`src/rtl/unidad_acceso_mem.sv`:
```
// ---------------------------------------------------------------------------
// unidad_acceso_mem
//
// Sub-word memory access unit between the EX/MEM pipeline register and the
// word-only data memory (memoria_datos). Handles byte, halfword and word
// loads and stores. Loads extract the addressed lane and sign- or
// zero-extend it. Sub-word stores are done as a two-cycle read-modify-write:
// the unit stalls the pipeline for one cycle while it reads the old word.
// Misaligned accesses never reach memory; they are reported on ErrorAlin
// and DirError instead.
//
// Ports
//   clk, rst            : clock (rising edge), asynchronous active-high reset
//   LeerMem_in          : load request from EX/MEM
//   EscrMem_in          : store request from EX/MEM (wins over a load)
//   TamMem              : 00 word, 01 halfword, 10 byte, 11 word
//   SinSigno            : 1 = zero-extend loads, 0 = sign-extend
//   Direc_in            : byte address
//   Datain_in           : store data, right-justified
//   Dataout             : word read from memory (combinational)
//   LeerMem / EscrMem   : memory read / write enables
//   Direc               : word-aligned address to memory
//   Datain              : word written to memory
//   DatoLeido           : extended load result to MEM/WB
//   Detener             : stall request to the pipeline
//   ErrorAlin           : one-cycle misalignment pulse (registered)
//   DirError            : address of the last misaligned access
// ---------------------------------------------------------------------------
module unidad_acceso_mem #(
    parameter int ANCHO = 32
) (
    input  logic             clk,
    input  logic             rst,
    input  logic             LeerMem_in,
    input  logic             EscrMem_in,
    input  logic [1:0]       TamMem,
    input  logic             SinSigno,
    input  logic [ANCHO-1:0] Direc_in,
    input  logic [ANCHO-1:0] Datain_in,
    input  logic [ANCHO-1:0] Dataout,
    output logic             LeerMem,
    output logic             EscrMem,
    output logic [ANCHO-1:0] Direc,
    output logic [ANCHO-1:0] Datain,
    output logic [ANCHO-1:0] DatoLeido,
    output logic             Detener,
    output logic             ErrorAlin,
    output logic [ANCHO-1:0] DirError
);

    typedef enum logic {
        INACTIVO = 1'b0,
        RMW_ESCR = 1'b1
    } estado_t;

    estado_t          r_estado;
    estado_t          w_estado_sig;
    logic [ANCHO-1:0] r_buf_escr;
    logic             r_error_alin;
    logic [ANCHO-1:0] r_dir_error;

    // ------------------------------------------------------------------
    // Request decode. Requests are masked while rst is high so that every
    // enable reads 0 during reset, even if the pipeline still presents one.
    // ------------------------------------------------------------------
    logic w_es_byte, w_es_media, w_es_palabra;
    logic w_escr, w_carga, w_desalin;
    logic w_escr_palabra, w_escr_sub, w_carga_valida;

    assign w_es_byte    = (TamMem == 2'b10);
    assign w_es_media   = (TamMem == 2'b01);
    assign w_es_palabra = ~w_es_byte & ~w_es_media;   // 00 and 11

    assign w_escr  = EscrMem_in & ~rst;
    assign w_carga = LeerMem_in & ~EscrMem_in & ~rst; // store has precedence

    assign w_desalin = (w_es_palabra & (Direc_in[1:0] != 2'b00))
                     | (w_es_media   &  Direc_in[0]);

    assign w_escr_palabra = w_escr  & ~w_desalin &  w_es_palabra;
    assign w_escr_sub     = w_escr  & ~w_desalin & ~w_es_palabra;
    assign w_carga_valida = w_carga & ~w_desalin;

    // ------------------------------------------------------------------
    // Lane position: bit offset of the addressed byte/halfword (little-endian).
    // ------------------------------------------------------------------
    logic [4:0] w_desp;

    always_comb begin
        // NOTE: every signal driven in always_comb gets a default first so
        // no path leaves it unassigned and a latch is never inferred.
        w_desp = 5'd0;
        if (w_es_byte)
            w_desp = {Direc_in[1:0], 3'b000};
        else if (w_es_media)
            w_desp = {Direc_in[1], 4'b0000};
    end

    // Load path: shift the addressed lane down to bit 0 and extend it.
    logic [ANCHO-1:0] w_carril;
    logic [ANCHO-1:0] w_dato_ext;

    assign w_carril = Dataout >> w_desp;

    always_comb begin
        w_dato_ext = Dataout;
        if (w_es_byte)
            w_dato_ext = {{(ANCHO-8){~SinSigno & w_carril[7]}}, w_carril[7:0]};
        else if (w_es_media)
            w_dato_ext = {{(ANCHO-16){~SinSigno & w_carril[15]}}, w_carril[15:0]};
    end

    // Store merge: old word with the addressed lane replaced by new data.
    logic [ANCHO-1:0] w_mascara;
    logic [ANCHO-1:0] w_dato_desp;
    logic [ANCHO-1:0] w_palabra_fusion;

    assign w_mascara   = w_es_byte ? (ANCHO'(8'hFF) << w_desp)
                                   : (ANCHO'(16'hFFFF) << w_desp);
    assign w_dato_desp = w_es_byte ? (ANCHO'(Datain_in[7:0])  << w_desp)
                                   : (ANCHO'(Datain_in[15:0]) << w_desp);
    assign w_palabra_fusion = (Dataout & ~w_mascara) | (w_dato_desp & w_mascara);

    // ------------------------------------------------------------------
    // FSM: next state and memory-side outputs.
    // ------------------------------------------------------------------
    always_comb begin
        w_estado_sig = r_estado;
        LeerMem      = 1'b0;
        EscrMem      = 1'b0;
        Detener      = 1'b0;
        Datain       = '0;
        DatoLeido    = '0;
        case (r_estado)
            INACTIVO: begin
                if (w_carga_valida) begin
                    LeerMem   = 1'b1;
                    DatoLeido = w_dato_ext;
                end else if (w_escr_palabra) begin
                    EscrMem = 1'b1;
                    Datain  = Datain_in;
                end else if (w_escr_sub) begin
                    // Read phase: the merged word is captured at this edge.
                    LeerMem      = 1'b1;
                    Detener      = 1'b1;
                    w_estado_sig = RMW_ESCR;
                end
            end
            RMW_ESCR: begin
                // Write phase. Inputs are ignored and the state always
                // returns to INACTIVO so the store is never re-issued.
                EscrMem      = 1'b1;
                Datain       = r_buf_escr;
                w_estado_sig = INACTIVO;
            end
            default: w_estado_sig = INACTIVO;
        endcase
    end

    // NOTE: state is updated with non-blocking assignments so every register
    // samples the pre-edge values, independent of statement order.
    always_ff @(posedge clk or posedge rst) begin
        if (rst)
            r_estado <= INACTIVO;
        else
            r_estado <= w_estado_sig;
    end

    // NOTE: r_buf_escr is an ordinary register, not a memory array, so it is
    // reset; the data memory itself lives outside and is never reset here.
    always_ff @(posedge clk or posedge rst) begin
        if (rst)
            r_buf_escr <= '0;
        else if (r_estado == INACTIVO && w_escr_sub)
            r_buf_escr <= w_palabra_fusion;
    end

    // Misalignment report: pulse is high for each cycle that follows a
    // misaligned request, so back-to-back errors keep it asserted.
    logic w_error_ahora;
    assign w_error_ahora = (r_estado == INACTIVO) & (w_escr | w_carga) & w_desalin;

    always_ff @(posedge clk or posedge rst) begin
        if (rst) begin
            r_error_alin <= 1'b0;
            r_dir_error  <= '0;
        end else begin
            r_error_alin <= w_error_ahora;
            if (w_error_ahora)
                r_dir_error <= Direc_in;
        end
    end

    assign Direc     = {Direc_in[ANCHO-1:2], 2'b00};
    assign ErrorAlin = r_error_alin;
    assign DirError  = r_dir_error;

endmodule

```
`config.mk`:
```
export PLATFORM = sky130hd
export DESIGN_NAME = unidad_acceso_mem
export DESIGN_NICKNAME = d
export VERILOG_FILES = /design/src/rtl/unidad_acceso_mem.sv
export SDC_FILE = /design/constraint.sdc
export NUM_CORES = 1
export LEC_CHECK = 0
export ABC_AREA = 1
export CAP_MARGIN = 20
export CORE_UTILIZATION = 45
export CTS_CLUSTER_DIAMETER = 120
export DETAILED_ROUTE_END_ITERATION = 8
export PLACE_DENSITY = 0.9
export SETUP_SLACK_MARGIN = 0.4
export SLEW_MARGIN = 20
export SYNTH_ARGS = -nofsm -noshare
export SYNTH_HDL_FRONTEND = slang
export SYNTH_SLANG_ARGS = --single-unit
```
`constraint.sdc`:
```
create_clock -name clk -period 4.15 [get_ports clk]
set_input_delay 0.6225 -clock clk [delete_from_list [all_inputs] [get_ports clk]]
set_output_delay 0.6225 -clock clk [all_outputs]
set_load 0.01 [all_outputs]
```
==> impl_metrics.ini <==
[yosys]
ys_seq_area_share_pct = 34.06
syn_area_per_cell_um2 = 6.186
ys.warnings.count = 0
synth_cells = 784
synthDistinctLibCells = 28
synth_ff_type = sky130_fd_sc_hd__dfrtp_1
synth.ff_latch_count = 66
number_of_enable_type_register_cells_in_the_synthesized_netlist = 0
synth.cell_area_um2 = 4850
async_flop_share_pct = 100.0

[placed_design]
dpl.hpwl_um = 12970
placed_cells = 1093
gp_congestion = 0.9881
port_buffers = 232

[global_routing]
largest_net_degree_at_the_start_of_global_routing = 47
grt.total_usage_pct = 30.01
grt_first_pass_wirelength_um = 26370
grt-ovfl-total = 0
vias_in_the_first_global_route = 5194
antenna_found_initial = 0

[hold_path]
worstHoldStart = DirError[15]$_DFFE_PP0P_
whs_endpoint = DirError[15]$_DFFE_PP0P_
holdCritPathClass = reg2reg
holdPathStages = 2

[detailed_routing]
drt_first_iter_violations = 490
post-route-drc-count = 0
detail_route.first_pass.iterations = 7
drt-total-wl_um = 17090
drt.antenna.violating_nets = 0
detail_route.wl_per_cell_um = 15.38
viasPerCell = 5.173
vias = 5747

[timing]
setup_clock_skew_after_layout_ps = 8.758
setup_repair_after_global_routing_missed_its_margin = yes
fmax_mhz = 275.3
setup_violations = 0
timing.final.hold_violations = 0
timing.max_slew.rel_slack_pct = 37.17
min_period_over_period_pct = 87.53
timing.final.crit_period_ps = 3632
timing.final.max_slew_violations = 0
worst_pin_slew_ps = 941.1
setup_tns_ps = 0

[power]
finalPower_uw = 2392
ir_drop_mv = 0.2518
leakage_uw = 0.003597
power.density_nw_per_um2 = 328.5

[critical_path]
setup.worst_path.end_class = primary output
rr_startpoint = r_estado$_DFF_PP0_
critPathMostFrequentCell = sky130_fd_sc_hd__clkdlybuf4s50_1
worstReg2RegEnd = r_buf_escr[16]$_DFFE_PP0P_
worst-endpoint-arrival_ps = 3010
cp_max_fo = 10
timing.critical_path.from_type = input port
rrSetupSlack_ps = 2270
crit_path_cell_trace = clkdlybuf4s50_1 -> inv_1 -> ha_1 -> buf_4 -> nor2_4 -> a21oi_1 -> o21ai_0 -> nor2_1 -> clkdlybuf4s50_1
slowest_stage = sky130_fd_sc_hd__clkdlybuf4s50_1
cp_slowest_stage_delay_ps = 570
timing.reg2reg.worst_path_depth = 6
cp_data_required_time_ps = 3530
worstSetupPathType = in2out

[finish]
stdcell_count = 1111
num-nets-final = 1076
final_common_cell = sky130_fd_sc_hd__nand2_1
share_of_layout_cells_above_drive_strength_1_pct = 6.872
mostFrequentLayoutCells = 357 x sky130_fd_sc_hd__nand2_1, 232 x sky130_fd_sc_hd__clkdlybuf4s50_1, 66 x sky130_fd_sc_hd__dfrtp_1
nFillCells = 914
synthToLayoutAreaGrowth_pct = 50.15
insertedDiodeCount = 0

[cts]
cts_hold_buf = 0
cts_tree = yes
clockBufferDepth = 2
tritoncts.num_buffers = 9
cts.htree.levels = 3
clock_sinks = 66
clockRootBuffer = sky130_fd_sc_hd__clkbuf_8
clk-insertion-delay-late_ps = 330
clk_pin_slew_worst_paths_ps = 80

[floorplanning]
floorplan_die_width_um = 105.8
dieHeight_um = 105.8
io_pins = 235
design.die.area_um2 = 11200
initial_cell_density_of_the_core_pct = 46.77
core_region_area_um2 = 10370
placementRows = 37

[job]
max_cap_violations = 0

[outcome]
run_status = completed
==> how the worst max path moves through the flow <==
stage | startpoint | to | slack (ps) | depth (start not counted)
2_1_floorplan | TamMem[0] | DatoLeido[29] | 1590 | 13
3_3_place_gp | TamMem[0] | DatoLeido[28] | 410 | 12
3_5_place_dp | TamMem[1] | DatoLeido[25] | 330 | 12
4_1_cts | TamMem[0] | DatoLeido[25] | 450 | 12
5_1_grt | TamMem[0] | DatoLeido[28] | 390 | 12
6_report | TamMem[1] | DatoLeido[6] | 520 | 9
==> registers in the layout, indices dropped and copies added, names as in the netlist <==
signal	cells
r_estado	1
DirError	32
r_buf_escr	32
ErrorAlin	1
==> routing by layer <==
layer  global-route usage, %  up-vias  wire (um)
met4                   7.937        0        372
met3                   5.690       44       1505
li1                        -     2780          -
met5                       0        -          0
met1                   39.52     2620       6915
met2                   50.37      303       8298
==> Yosys cell counts (2+ instances only) <==
library cell               instances  area [um^2]
sky130_fd_sc_hd__a21oi_2           2        17.52
sky130_fd_sc_hd__ha_1              3        37.54
sky130_fd_sc_hd__o211ai_1          4        30.03
sky130_fd_sc_hd__nor2_1           55        206.5
sky130_fd_sc_hd__nor2_4            2        22.52
sky130_fd_sc_hd__o21ai_1          24        120.1
sky130_fd_sc_hd__o21ai_2           2        17.52
sky130_fd_sc_hd__clkbuf_1         19        71.32
sky130_fd_sc_hd__dfrtp_1          66         1652
sky130_fd_sc_hd__buf_6             3        33.78
sky130_fd_sc_hd__buf_2            16        80.08
sky130_fd_sc_hd__buf_4            34        255.2
sky130_fd_sc_hd__nor2_2           11        68.82
sky130_fd_sc_hd__a21boi_1          8        60.06
sky130_fd_sc_hd__inv_2             7        26.28
sky130_fd_sc_hd__a21oi_1          25        125.1
sky130_fd_sc_hd__nand2_2           4        25.02
sky130_fd_sc_hd__o21ai_0          51        255.2
sky130_fd_sc_hd__inv_1            49        183.9
sky130_fd_sc_hd__nand3_1          32        160.2
sky130_fd_sc_hd__nand2_1         358         1344
sky130_fd_sc_hd__buf_1             3        11.26
==> what timing repair did <==
item	CTS	global route
gates resized for setup	3	7
pin swaps	0	1
endpoints found under the setup margin	24	31
buffers inserted	0	2
==> metrics by stage <==
| step | util, % | cell area, um^2 | hold slack (ps) | worst slack, ps |
|---|---|---|---|---|
| 5_1_grt | 70.22 | 7282 | 508.0 | 394.3 |
| 3_5_place_dp | 67.57 | 7007 | 463.9 | 332.4 |
| 3_3_place_gp | 67.57 | 7007 | 461.6 | 405.3 |
| 4_1_cts | 69.82 | 7241 | 485.2 | 447.7 |
| 6_report | 70.22 | 7282 | 480.1 | 517.6 |
| 2_1_floorplan | - | 4853 | 448.7 | 1587 |
==> area by class of cell <==
type,count,area (um^2),share of cell area (%)
Multi-Input combinational cell,588,2575,35.36
Timing Repair Buffer,249,2457,33.75
Sequential cell,66,1652,22.68
Inverter,56,210.2,2.887
Tap cell,136,170.2,2.337
Clock buffer,10,127.6,1.753
Clock inverter,6,90.09,1.237
==> report_power, final <==
part           internal, uW  switching, uW  leakage (uW)
Clock                   341            263      0.000107
Combinational           446            434       0.00267
Sequential              812           96.9      0.000816
Total                  1600            794       0.00360
==> critical path, delay by kind of cell <==
kind,cells,cell delay (ps)
compound gates,2,630
fa+ha+maj,1,220
buf+inv,4,1320
simple gates,2,200
==> logic make-up after synthesis <==
| logic type | Yosys count | synth area share [%] |
|---|---|---|
| AND/OR/NAND/NOR | 465 | 38.24 |
| buffers and inverters | 131 | 13.65 |
| AO/OA/AOI/OAI | 118 | 13.21 |
| flip-flops | 66 | 34.06 |
| adder cells (fa/ha/maj) | 3 | 0.7741 |
| other | 1 | 0.07733 |
Power figures use the tool's default switching activity.
